$ cat src/rtl/sound_fx_player.sv
// sound_fx_player: prioritised square-wave sound effects on the buzzer pin.
// Define SOUND_FX_QUEUE_EN to add a 1-entry pending request slot.
module sound_fx_player #(
  parameter int CLK_HZ  = 25_000_000,
  parameter int TICK_HZ = 1000,
  parameter int NUM_FX  = 4,
  parameter int HP_W    = 17
) (
  input  logic              clk,
  input  logic              resetN,
  input  logic [NUM_FX-1:0] fx_req,
  input  logic              mute,
  output logic [NUM_FX-1:0] fx_ack,
  output logic              busy,
  output logic [1:0]        fx_active,
  output logic              buzzer
);

  localparam int TDIV = CLK_HZ / TICK_HZ;
  localparam int PS_W = (TDIV > 1) ? $clog2(TDIV) : 1;

  typedef enum logic [1:0] {IDLE, LOAD, PLAY} state_t;

  state_t            state, state_n;
  logic [1:0]        note;
  logic [HP_W-1:0]   hp_q, hp_cnt, cur_hp;
  logic [7:0]        dur_q, tk_cnt, cur_dur, nxt_dur;
  logic [PS_W-1:0]   ps_cnt;
  logic              tone;
  logic              tick, note_end, has_next, last;
  logic              any_req, accept, pend_go;
  logic [1:0]        win;
  logic [NUM_FX-1:0] ack_n, q_ack;
  logic              pend_v;
  logic [1:0]        pend_idx;

  function automatic logic [HP_W-1:0] hp_of(input int f);
    return (f == 0) ? '0 : HP_W'(CLK_HZ / (2 * f));
  endfunction

  function automatic logic [HP_W-1:0] hp_rom(
    input logic [1:0] fx,
    input logic [1:0] n
  );
    logic [HP_W-1:0] h;
    case ({fx, n})
      4'b0000: h = hp_of(200);
      4'b0001: h = hp_of(150);
      4'b0010: h = hp_of(100);
      4'b0100: h = hp_of(800);
      4'b0101: h = hp_of(400);
      4'b1000: h = hp_of(1500);
      4'b1100: h = hp_of(1000);
      4'b1110: h = hp_of(1000);
      default: h = '0;
    endcase
    return h;
  endfunction

  function automatic logic [7:0] dur_rom(
    input logic [1:0] fx,
    input logic [1:0] n
  );
    logic [7:0] d;
    case ({fx, n})
      4'b0000: d = 8'd100;
      4'b0001: d = 8'd100;
      4'b0010: d = 8'd200;
      4'b0100: d = 8'd30;
      4'b0101: d = 8'd30;
      4'b1000: d = 8'd20;
      4'b1100: d = 8'd50;
      4'b1101: d = 8'd20;
      4'b1110: d = 8'd50;
      4'b1111: d = 8'd20;
      default: d = 8'd0;
    endcase
    return d;
  endfunction

  // Effect ROM lookups and end-of-note detection
  always_comb begin
    cur_hp   = hp_rom(fx_active, note);
    cur_dur  = dur_rom(fx_active, note);
    nxt_dur  = dur_rom(fx_active, note + 2'd1);
    tick     = (ps_cnt == PS_W'(TDIV - 1));
    note_end = (state == PLAY) && tick &&
               (tk_cnt == dur_q - 8'd1);
    has_next = (note != 2'd3) && (nxt_dur != 8'd0);
    last     = note_end && !has_next;
  end

  // Lowest set request wins; accept when idle or outranking
  always_comb begin
    win = '0;
    for (int i = NUM_FX - 1; i >= 0; i--)
      if (fx_req[i]) win = 2'(i);
    any_req = |fx_req;
    accept  = any_req &&
              (state == IDLE || last || win <= fx_active);
    pend_go = last && pend_v && !accept;
    ack_n   = '0;
    if (accept) ack_n[win] = 1'b1;
  end

`ifdef SOUND_FX_QUEUE_EN
  logic       cand, take;
  logic [1:0] cand_idx;

  // Pick the request competing for the pending slot
  always_comb begin
    cand     = 1'b0;
    cand_idx = '0;
    if (accept) begin
      for (int i = NUM_FX - 1; i >= 0; i--)
        if (fx_req[i] && 2'(i) != win) begin
          cand     = 1'b1;
          cand_idx = 2'(i);
        end
    end else if (any_req) begin
      cand     = 1'b1;
      cand_idx = win;
    end
    take  = cand && (!pend_v || cand_idx < pend_idx);
    q_ack = '0;
    if (take) q_ack[cand_idx] = 1'b1;
  end

  // Pending slot: filled on take, emptied when it starts
  always_ff @(posedge clk or negedge resetN) begin
    if (!resetN) begin
      pend_v   <= 1'b0;
      pend_idx <= '0;
    end else if (take) begin
      pend_v   <= 1'b1;
      pend_idx <= cand_idx;
    end else if (pend_go) begin
      pend_v   <= 1'b0;
    end
  end
`else
  assign pend_v   = 1'b0;
  assign pend_idx = '0;
  assign q_ack    = '0;
`endif

  // Next-state logic
  always_comb begin
    state_n = state;
    unique case (state)
      IDLE:    state_n = IDLE;
      LOAD:    state_n = PLAY;
      PLAY:    if (note_end) state_n = has_next ? LOAD : IDLE;
      default: state_n = IDLE;
    endcase
    if (accept || pend_go) state_n = LOAD;
  end

  // State, effect selection, note index and ack pulse
  always_ff @(posedge clk or negedge resetN) begin
    if (!resetN) begin
      state     <= IDLE;
      fx_active <= '0;
      note      <= '0;
      fx_ack    <= '0;
    end else begin
      state  <= state_n;
      fx_ack <= ack_n | q_ack;
      if (accept) begin
        fx_active <= win;
        note      <= '0;
      end else if (pend_go) begin
        fx_active <= pend_idx;
        note      <= '0;
      end else if (note_end && has_next) begin
        note <= note + 2'd1;
      end
    end
  end

  // Note fetch, duration prescaler and tone generator
  always_ff @(posedge clk or negedge resetN) begin
    if (!resetN) begin
      hp_q   <= '0;
      dur_q  <= '0;
      hp_cnt <= '0;
      ps_cnt <= '0;
      tk_cnt <= '0;
      tone   <= 1'b0;
    end else if (state == LOAD) begin
      hp_q   <= cur_hp;
      dur_q  <= cur_dur;
      hp_cnt <= '0;
      ps_cnt <= '0;
      tk_cnt <= '0;
      tone   <= 1'b0;
    end else if (state == PLAY) begin
      ps_cnt <= tick ? '0 : ps_cnt + 1'b1;
      if (tick) tk_cnt <= tk_cnt + 8'd1;
      if (hp_q != '0) begin
        if (hp_cnt == hp_q - 1'b1) begin
          hp_cnt <= '0;
          tone   <= ~tone;
        end else begin
          hp_cnt <= hp_cnt + 1'b1;
        end
      end
      if (state_n != PLAY) tone <= 1'b0;
    end
  end

  assign busy   = (state != IDLE);
  assign buzzer = tone & ~mute;

endmodule
$ cat config.mk
export PLATFORM = sky130hd
export DESIGN_NAME = sound_fx_player
export DESIGN_NICKNAME = d
export VERILOG_FILES = /design/src/rtl/sound_fx_player.sv
export SDC_FILE = /design/constraint.sdc
export NUM_CORES = 1
export LEC_CHECK = 0
export BUFFER_PORTS_ARGS = -buffer_cell sky130_fd_sc_hd__buf_4
export CAP_MARGIN = 10
export CELL_PAD_IN_SITES_DETAIL_PLACEMENT = 1
export CELL_PAD_IN_SITES_GLOBAL_PLACEMENT = 2
export CORE_MARGIN = 2
export CORE_UTILIZATION = 40
export CTS_BUF_LIST = sky130_fd_sc_hd__clkbuf_4 sky130_fd_sc_hd__clkbuf_8 sky130_fd_sc_hd__clkbuf_16
export CTS_CLUSTER_SIZE = 10
export DETAILED_ROUTE_END_ITERATION = 8
export GPL_ROUTABILITY_DRIVEN = 0
export PLACE_DENSITY = 0.83
export SYNTH_ARGS = -nofsm -noshare
export SYNTH_HDL_FRONTEND = slang
export SYNTH_SLANG_ARGS = --single-unit
$ cat constraint.sdc
create_clock -name clk -period 5.7 [get_ports clk]
set_input_delay 1.71 -clock clk [delete_from_list [all_inputs] [get_ports clk]]
set_output_delay 1.71 -clock clk [all_outputs]
set_load 0.01 [all_outputs]
==> results.json, run 1 <==
{
  "status": "finished, final reports clean",
  "power_mw": 2.38,
  "hold_ws_ns": 0.520,
  "die_width_um": 111,
  "rows": 38,
  "dr.pass1.iters": 4,
  "setup_viol": 0,
  "drt_iter0_drc": 200,
  "grt_util_all_layers_pct": 20.9,
  "synth_warnings": 0,
  "seq_area_frac_synth_pct": 40.1,
  "slew-limit-headroom_pct": 36.3,
  "skew_ns": 0.00995,
  "worst_slew_pin_slew_ns": 0.956,
  "root_buffer": "clkbuf_16",
  "worstSetupEndpointType": "primary output",
  "clock_latency_ns": 0.34,
  "crit_required_ns": 3.99,
  "start_kind": "input port",
  "p_comb_share_pct": 40.6,
  "seqPwrFrac_pct": 34.2,
  "post-place-ws_ns": 1.75,
  "cp.arrival_ns": 2.03,
  "layout_min_cycle_time_ns": 3.74,
  "via_per_inst": 5.67,
  "synth_cell_types": 74,
  "async_flop_share_pct": 100,
  "setup_slack_ns": 1.96,
  "critical_path.slowest_cell": "buf_4",
  "synth_top_area_cell": "dfrtp_1",
  "worstPathCellList": "buf_4, nor2_1, buf_4",
  "path_clk_slew_ns": 0.05,
  "grt_overflow": 0,
  "wl_per_cell_um": 18.0,
  "multi_input_area_um2": 2510,
  "core-area_um2": 11000,
  "grt_start_max_net_pins": 74,
  "ir_drop_uv": 248,
  "area_growth_pct": 11.1,
  "power.internal_mw": 1.37,
  "synthTopCellsByArea": "dfrtp_1 40%, xnor2_1 5.8%, nor2_1 5.6%",
  "grt_pass1_wl_um": 20600,
  "cts_setup_buffers": 0,
  "io_pins": 15,
  "r2r-start": "hp_q[9]",
  "cts.hold.buffers_added": 0,
  "p_per_area_nw_per_um2": 470,
  "r2r_slack_ns": 2.10,
  "fin_util_pct": 46.1,
  "vias": 3784,
  "hp-class": "reg2reg",
  "cp_max_fo": 1,
  "netlist_area_um2": 4560,
  "cts_sinks": 73,
  "syn_avg_cell_area_um2": 8.87,
  "worst_path_most_repeated_cell": "buf_4",
  "cts_tree": "done",
  "num_antenna_cells": 0,
  "hold_end": "ps_cnt[0]",
  "hp-start": "ps_cnt[0]",
  "cts_buffers": 9,
  "layout-drive-gt1-share_pct": 10.2,
  "portBuffers": 14,
  "grt_setup_unrepaired": "no",
  "swShare_pct": 42.4,
  "rr_worst_depth": 10,
  "yosysMostFrequentCell": "dfrtp_1",
  "synth_enable_flop_cells": 0,
  "ys_ff_latch": 73,
  "synth_fp_nets": 536,
  "cap_violations": 0,
  "routed_wl_um": 12000,
  "die-area_um2": 12300,
  "post-dp-hpwl_um": 8650,
  "grt_pass1_vias": 3948,
  "ctsResizeCount": 0,
  "setup_tns_ns": 0,
  "floorplan.initialDensity_pct": 41.5,
  "die_y_um": 111,
  "path_class": "in2out",
  "regArea_um2": 1830,
  "p_switching_mw": 1.01,
  "report.final.slew_viol_count": 0,
  "clkPwrFrac_pct": 25.2,
  "worstReg2RegEnd": "tone",
  "nets": 544,
  "min_period_over_period_pct": 65.6,
  "critPathMaxStageDelay_ns": 0.13,
  "htree_levels": 3,
  "ys_dominant_reg_cell": "dfrtp_1",
  "fillerInstances": 1296,
  "antenna_found_initial": 0,
  "synthCells": 514,
  "post-synth-top-area-fraction_pct": 40.1,
  "synth_commonest_cells": "73 x dfrtp_1, 68 x nor2_1, 52 x nand2_1",
  "clock.fmax_ghz": 0.267,
  "drc": 0,
  "hold_viol": 0,
  "cts.path.max_buffers": 2,
  "ant_nets": 0,
  "p_leak_nw": 2.18,
  "whs_path_depth": 1
}
[state kept, by name (all words and copies together), names as in the netlist]
name       cells
hp_cnt        17
fx_active      2
state          2
hp_q          16
dur_q          6
note           2
tk_cnt         8
ps_cnt        15
fx_ack         4
tone           1
[per-layer routing]
layer | up-vias | global-route usage, % | routed length (um)
met5 | - | 0 | 0
met4 | 0 | 5.33 | 183
met3 | 14 | 4.92 | 492
met2 | 59 | 34.5 | 5860
met1 | 1902 | 27.7 | 5450
li1 | 1809 | - | -
[stage by stage]
stage,cell area (um2),instances
finish,5060,667
global route,5060,667
CTS,5060,667
detailed placement,4750,651
global placement,4750,651
floorplan,4560,514
[layout make-up]
class                           count  share of cell area (%)
Tap cell                          140                    3.46
Multi-Input combinational cell    392                    49.7
Sequential cell                    73                    36.1
Clock buffer                       14                    5.56
Inverter                           31                    2.30
Timing Repair Buffer               15                    2.22
Clock inverter                      2                   0.692
[cell families (layout without fill, tap and decap cells)]
| logic type | after synthesis | in the layout | share of synthesized area, % |
|---|---|---|---|
| DFF | 73 | 73 | 40.1 |
| buffers and inverters | 49 | 62 | 4.75 |
| AOI/OAI and AO/OA | 96 | 96 | 14.2 |
| and+or+nand+nor | 218 | 218 | 24.5 |
| xor gates and xnor gates | 54 | 54 | 10.4 |
| muxes | 8 | 8 | 1.78 |
| adders and majority gates | 16 | 16 | 4.34 |
[cells in the final DEF (no fill, tap or decap), types with 3 or more instances in the layout]
cell and n:
dfrtp_1 73, nor2_1 68, nand2_1 52, inv_1 30
xnor2_1 30, a21oi_1 27, xor2_1 24, o21ai_0 23
nand3_1 17, ha_1 15, buf_4 15, nor3_1 14
and3_1 11, nand4_1 9, clkbuf_16 9, mux2i_1 7
nor2b_1 5, or4_1 5, nor4_1 4, and2_1 4
o2bb2ai_1 4, o2111ai_1 3, o22ai_1 3, a31oi_1 3
nand2b_1 3, clkbuf_8 3
[worst max-delay path by stage]
stage | startpoint | to | slack (ns) | cells past startpoint
6_report | mute | buzzer | 1.96 | 3
5_1_grt | hp_q[9] | tone | 1.84 | 10
4_1_cts | mute | buzzer | 1.95 | 3
3_5_place_dp | fx_req[0] | tone | 1.75 | 9
3_3_place_gp | fx_req[3] | tone | 1.84 | 10
2_1_floorplan | mute | buzzer | 2.12 | 1
[power groups by stage]
stage | sequential, mW | combinational (mW) | clock, mW
5_1_grt | 0.835 | 1.09 | 0.636
4_1_cts | 0.814 | 0.974 | 0.614
6_report | 0.813 | 0.965 | 0.600
2_1_floorplan | 0.748 | 0.765 | 0
3_5_place_dp | 0.821 | 0.961 | 0
3_3_place_gp | 0.813 | 0.926 | 0
[worst max-delay path: cells and delay by family]
family / cells / cell delay, ns
buffers and inverters: 2 / 0.23
and+or+nand+nor: 1 / 0.09
(Power assumes the default switching activity.)
==> run 2: changes to the inputs <==
Settings changed: CORE_UTILIZATION 40 to 36, PLACE_DENSITY 0.83 to 0.79.
Clock period 5.7 ns to 3.1 ns, I/O delays scaled along.
==> results.json, run 2 (synthesis results as in run 1) <==
{
  "drt_iter0_drc": 107,
  "cp_max_fo": 5,
  "wl_per_cell_um": 16.6,
  "floorplan.initialDensity_pct": 36.6,
  "dr.pass1.iters": 4,
  "setup_viol": 0,
  "root_buffer": "clkbuf_16",
  "setup_tns_ns": 0,
  "p_per_area_nw_per_um2": 870,
  "grt_overflow": 0,
  "clock.fmax_ghz": 0.342,
  "stdcell_count": 735,
  "top_regs": "hp_cnt (17), hp_q (16), ps_cnt (15)",
  "regArea_um2": 1830,
  "min_period_over_period_pct": 94.4,
  "clock_latency_ns": 0.35,
  "worstSetupEndpointType": "register",
  "fillerInstances": 1435,
  "dp_cells": 716,
  "die-area_um2": 13600,
  "via_per_inst": 5.25,
  "cts_sinks": 73,
  "antenna_found_initial": 0,
  "status": "finished, final reports clean",
  "ant_nets": 0,
  "grt_pass1_wl_um": 20600,
  "design_area_um2": 5450,
  "drc": 0,
  "area_growth_pct": 19.6,
  "core-area_um2": 12500,
  "skew_ns": 0.00349,
  "portBuffers": 14,
  "cp.arrival_ns": 3.16,
  "hp-class": "in2async",
  "grt_util_all_layers_pct": 19.8,
  "grt_pass1_vias": 4034,
  "ir_drop_uv": 366,
  "worst_slew_pin_slew_ns": 0.731,
  "nets": 580,
  "layout_min_cycle_time_ns": 2.93,
  "htree_levels": 3,
  "die_y_um": 117,
  "top_register": "hp_cnt",
  "setup_slack_ns": 0.174,
  "cts_buffers": 9,
  "grt_setup_unrepaired": "no",
  "die_width_um": 117,
  "path_clk_slew_ns": 0.06,
  "multi_input_area_um2": 2550,
  "final_cell_mix": "72 x dfrtp_1, 68 x nor2_1, 52 x nand2_1",
  "cts.hold.buffers_added": 0,
  "post-place-ws_ns": 0.00323,
  "post-dp-hpwl_um": 9180,
  "r2r_slack_ns": 0.17,
  "placed_area_um2": 5060,
  "hold_viol": 0,
  "layout-drive-gt1-share_pct": 17.1,
  "cts.path.max_buffers": 2,
  "cts_tree": "done",
  "cap_violations": 0,
  "start_kind": "register",
  "rows": 41,
  "num_antenna_cells": 0,
  "report.final.slew_viol_count": 0,
  "io_pins": 15,
  "vias": 3862,
  "slew-limit-headroom_pct": 51.1,
  "largest_reg_flops": 17,
  "p_leak_nw": 2.38,
  "final_common_cell": "dfrtp_1",
  "routed_wl_um": 12200,
  "grt_start_max_net_pins": 59,
  "path_class": "reg2reg",
  "crit_required_ns": 3.34
}
[run 2: worst max-delay path, cell delays in order, from the launching register on]
cell	delay, ns
dfrtp_1	0.41
inv_1	0.10
ha_1	0.19
nor3b_4	0.24
buf_4	0.15
nand2_1	0.06
or4_2	0.65
a21oi_1	0.18
or4_4	0.15
a2111oi_4	0.04
or2_4	0.29
buf_4	0.13
a31o_2	0.22
[run 2: power by group]
group          total, mW  internal (mW)  switching (mW)
combinational       2.22          0.917            1.30
clock               1.15          0.745           0.406
sequential          1.37           1.15           0.215
total               4.74           2.82            1.92
[run 2: final cells by class]
| cell class | instances | share of cell area, % |
|---|---|---|
| Tap cell | 172 | 3.95 |
| Clock buffer | 11 | 4.64 |
| Sequential cell | 73 | 33.5 |
| Clock inverter | 5 | 1.42 |
| Timing Repair Buffer | 51 | 7.48 |
| Inverter | 31 | 2.13 |
| Multi-Input combinational cell | 392 | 46.8 |
[run 2: worst paths after layout]
check / startpoint / endpoint / cells after the start
min reg2reg: ps_cnt[0] / ps_cnt[0] / 1
max: hp_q[9] / tone / 12
max reg2reg: hp_q[9] / tone / 12
min: resetN / ps_cnt[10] / 1
min in group clk: ps_cnt[0] / ps_cnt[0] / 1
max in group asynchronous: resetN / hp_q[0] / 2
[run 2: what timing repair did]
item,CTS,global route
pin swaps,0,4
endpoints found under the setup margin,17,18
gates resized for setup,1,8
gates cloned,0,0
setup buffers,0,3
[run 2: metal layers]
metal	track usage, %	wire length (um)	vias up
met5	0	0	-
met3	4.15	285	25
li1	-	-	1876
met2	32.7	5880	37
met4	8.57	336	0
met1	25.1	5680	1924
[run 2: per-stage QoR]
step	hold WS, ns	total power, mW	util, %
floorplan	0.479	2.78	-
global route	0.447	5.09	43.7
detailed placement	0.517	3.52	40.6
global placement	0.509	3.45	40.6
finish	0.442	4.74	43.7
CTS	0.445	4.71	43.3
==> run 3: changes to the inputs <==
Settings changed: REMOVE_ABC_BUFFERS set to 1.
==> results.json, run 3 (synthesis results as in run 1) <==
{
  "portBuffers": 14,
  "clock.fmax_ghz": 0.344,
  "crit_required_ns": 3.39,
  "hp-class": "reg2reg",
  "die_width_um": 117,
  "post-dp-hpwl_um": 9060,
  "vias": 3843,
  "root_buffer": "clkbuf_16",
  "grt_start_max_net_pins": 74,
  "setup_tns_ns": 0,
  "die_y_um": 117,
  "wl_per_cell_um": 17.3,
  "status": "finished, final reports clean",
  "hold_viol": 0,
  "rows": 41,
  "nets": 567,
  "cp.arrival_ns": 3.19,
  "antenna_found_initial": 0,
  "top_layer": "met4",
  "path_clk_slew_ns": 0.06,
  "cts_tree": "done",
  "worstSetupEndpointType": "register",
  "cap_violations": 0,
  "num_antenna_cells": 0,
  "via_per_inst": 5.32,
  "largest_reg_flops": 17,
  "fillerInstances": 1447,
  "ant_nets": 0,
  "cts.path.max_buffers": 2,
  "final_cell_mix": "72 x dfrtp_1, 68 x nor2_1, 52 x nand2_1",
  "dr_wl_met3_um": 298,
  "final_common_cell": "dfrtp_1",
  "dr.pass1.iters": 4,
  "report.final.slew_viol_count": 0,
  "skew_ns": 0.00431,
  "route.met2.wl_um": 5990,
  "top_register": "hp_cnt",
  "core-area_um2": 12500,
  "grt_util_all_layers_pct": 20.0,
  "routed_wl_um": 12500,
  "grt_pass1_vias": 3950,
  "post-place-ws_ns": -0.0344,
  "area_growth_pct": 17.2,
  "top_regs": "hp_cnt (17), hp_q (16), ps_cnt (15)",
  "setup_viol": 0,
  "layout-drive-gt1-share_pct": 14.9,
  "cp_max_fo": 6,
  "min_period_over_period_pct": 93.7,
  "cts_buffers": 9,
  "cts.hold.buffers_added": 0,
  "grt_pass1_wl_um": 20500,
  "grt_setup_unrepaired": "no",
  "drc": 0,
  "cts_sinks": 73,
  "setup_slack_ns": 0.196,
  "floorplan.initialDensity_pct": 36.6,
  "fin_util_pct": 42.8,
  "io_pins": 15,
  "clock_latency_ns": 0.35,
  "worst_slew_pin_slew_ns": 0.946,
  "stdcell_count": 722,
  "p_leak_nw": 2.30,
  "htree_levels": 3,
  "start_kind": "register",
  "p_per_area_nw_per_um2": 885,
  "grt_overflow": 0,
  "die-area_um2": 13600,
  "drt-met1-wl_um": 5830,
  "dp_cells": 706,
  "layout_min_cycle_time_ns": 2.90,
  "ir_drop_uv": 524,
  "slew-limit-headroom_pct": 36.9,
  "drt_iter0_drc": 180,
  "path_class": "reg2reg"
}
run 3: changes by cell type in the layout (fill, tap and decap cells not counted), sizes merged:
| cell | previous run | this run |
|---|---|---|
| clkbuf | 11 | 12 |
| clkinv | 3 | 1 |
| clkinvlp | 1 | 2 |
| buf | 51 | 38 |
run 3: through the flow:
| stage | power [mW] | instance area, um2 | hold slack, ns |
|---|---|---|---|
| floorplan | 2.66 | 4460 | 0.479 |
| global placement | 3.44 | 4970 | 0.511 |
| detailed placement | 3.51 | 4970 | 0.516 |
| CTS | 4.75 | 5330 | 0.524 |
| global route | 5.08 | 5340 | 0.551 |
| finish | 4.72 | 5340 | 0.523 |
run 3: per-layer routing:
layer / track usage, % / vias up
met3: 3.27 / 25
met2: 31.5 / 63
met5: 0 / -
met1: 26.5 / 1904
met4: 10.9 / 0
li1: - / 1851
run 3: repair_timing:
action | CTS | global route
buffers inserted | 0 | 0
pin swaps | 0 | 1
setup endpoints to repair | 18 | 18
gates resized for setup | 2 | 6
endpoints found under the hold margin | 0 | 0
run 3: where the power goes:
group	internal [mW]	switching [mW]	leakage (nW)	total [mW]
registers	1.15	0.219	0.964	1.37
clock network	0.758	0.429	0.158	1.19
logic	0.876	1.29	1.18	2.17
run 3: path summary, 6_finish.rpt:
| path | start | endpoint | slack [ns] | cells after the start |
|---|---|---|---|---|
| setup reg to reg | dur_q[1] | tone | 0.20 | 9 |
| max in group asynchronous | resetN | note[0] | 1.72 | 1 |
| hold reg to reg | ps_cnt[0] | ps_cnt[0] | 0.52 | 1 |
| hold / removal | ps_cnt[0] | ps_cnt[0] | 0.52 | 1 |
| setup / recovery | dur_q[1] | tone | 0.20 | 9 |
| min in group asynchronous | resetN | tk_cnt[2] | 0.73 | 1 |
run 3: final cells by class:
class / count / area [um2] / share of cell area (%)
multi-input cells: 392 / 2550 / 47.7
flip-flops and latches: 73 / 1830 / 34.2
repair buffers: 38 / 298 / 5.58
clock buffers: 12 / 260 / 4.87
well taps: 172 / 215 / 4.03
inverters: 31 / 116 / 2.18
clock inverters: 4 / 75.1 / 1.41
run 3: critical path: stages, from the launching register on:
cell and delay, ns:
dfrtp_1 0.44, inv_1 0.11, ha_2 0.24, or4b_2 0.60
a311oi_1 0.23, o31a_2 0.22, mux2i_1 0.14, a211o_1 0.27
a2111oi_1 0.44, a31o_2 0.16
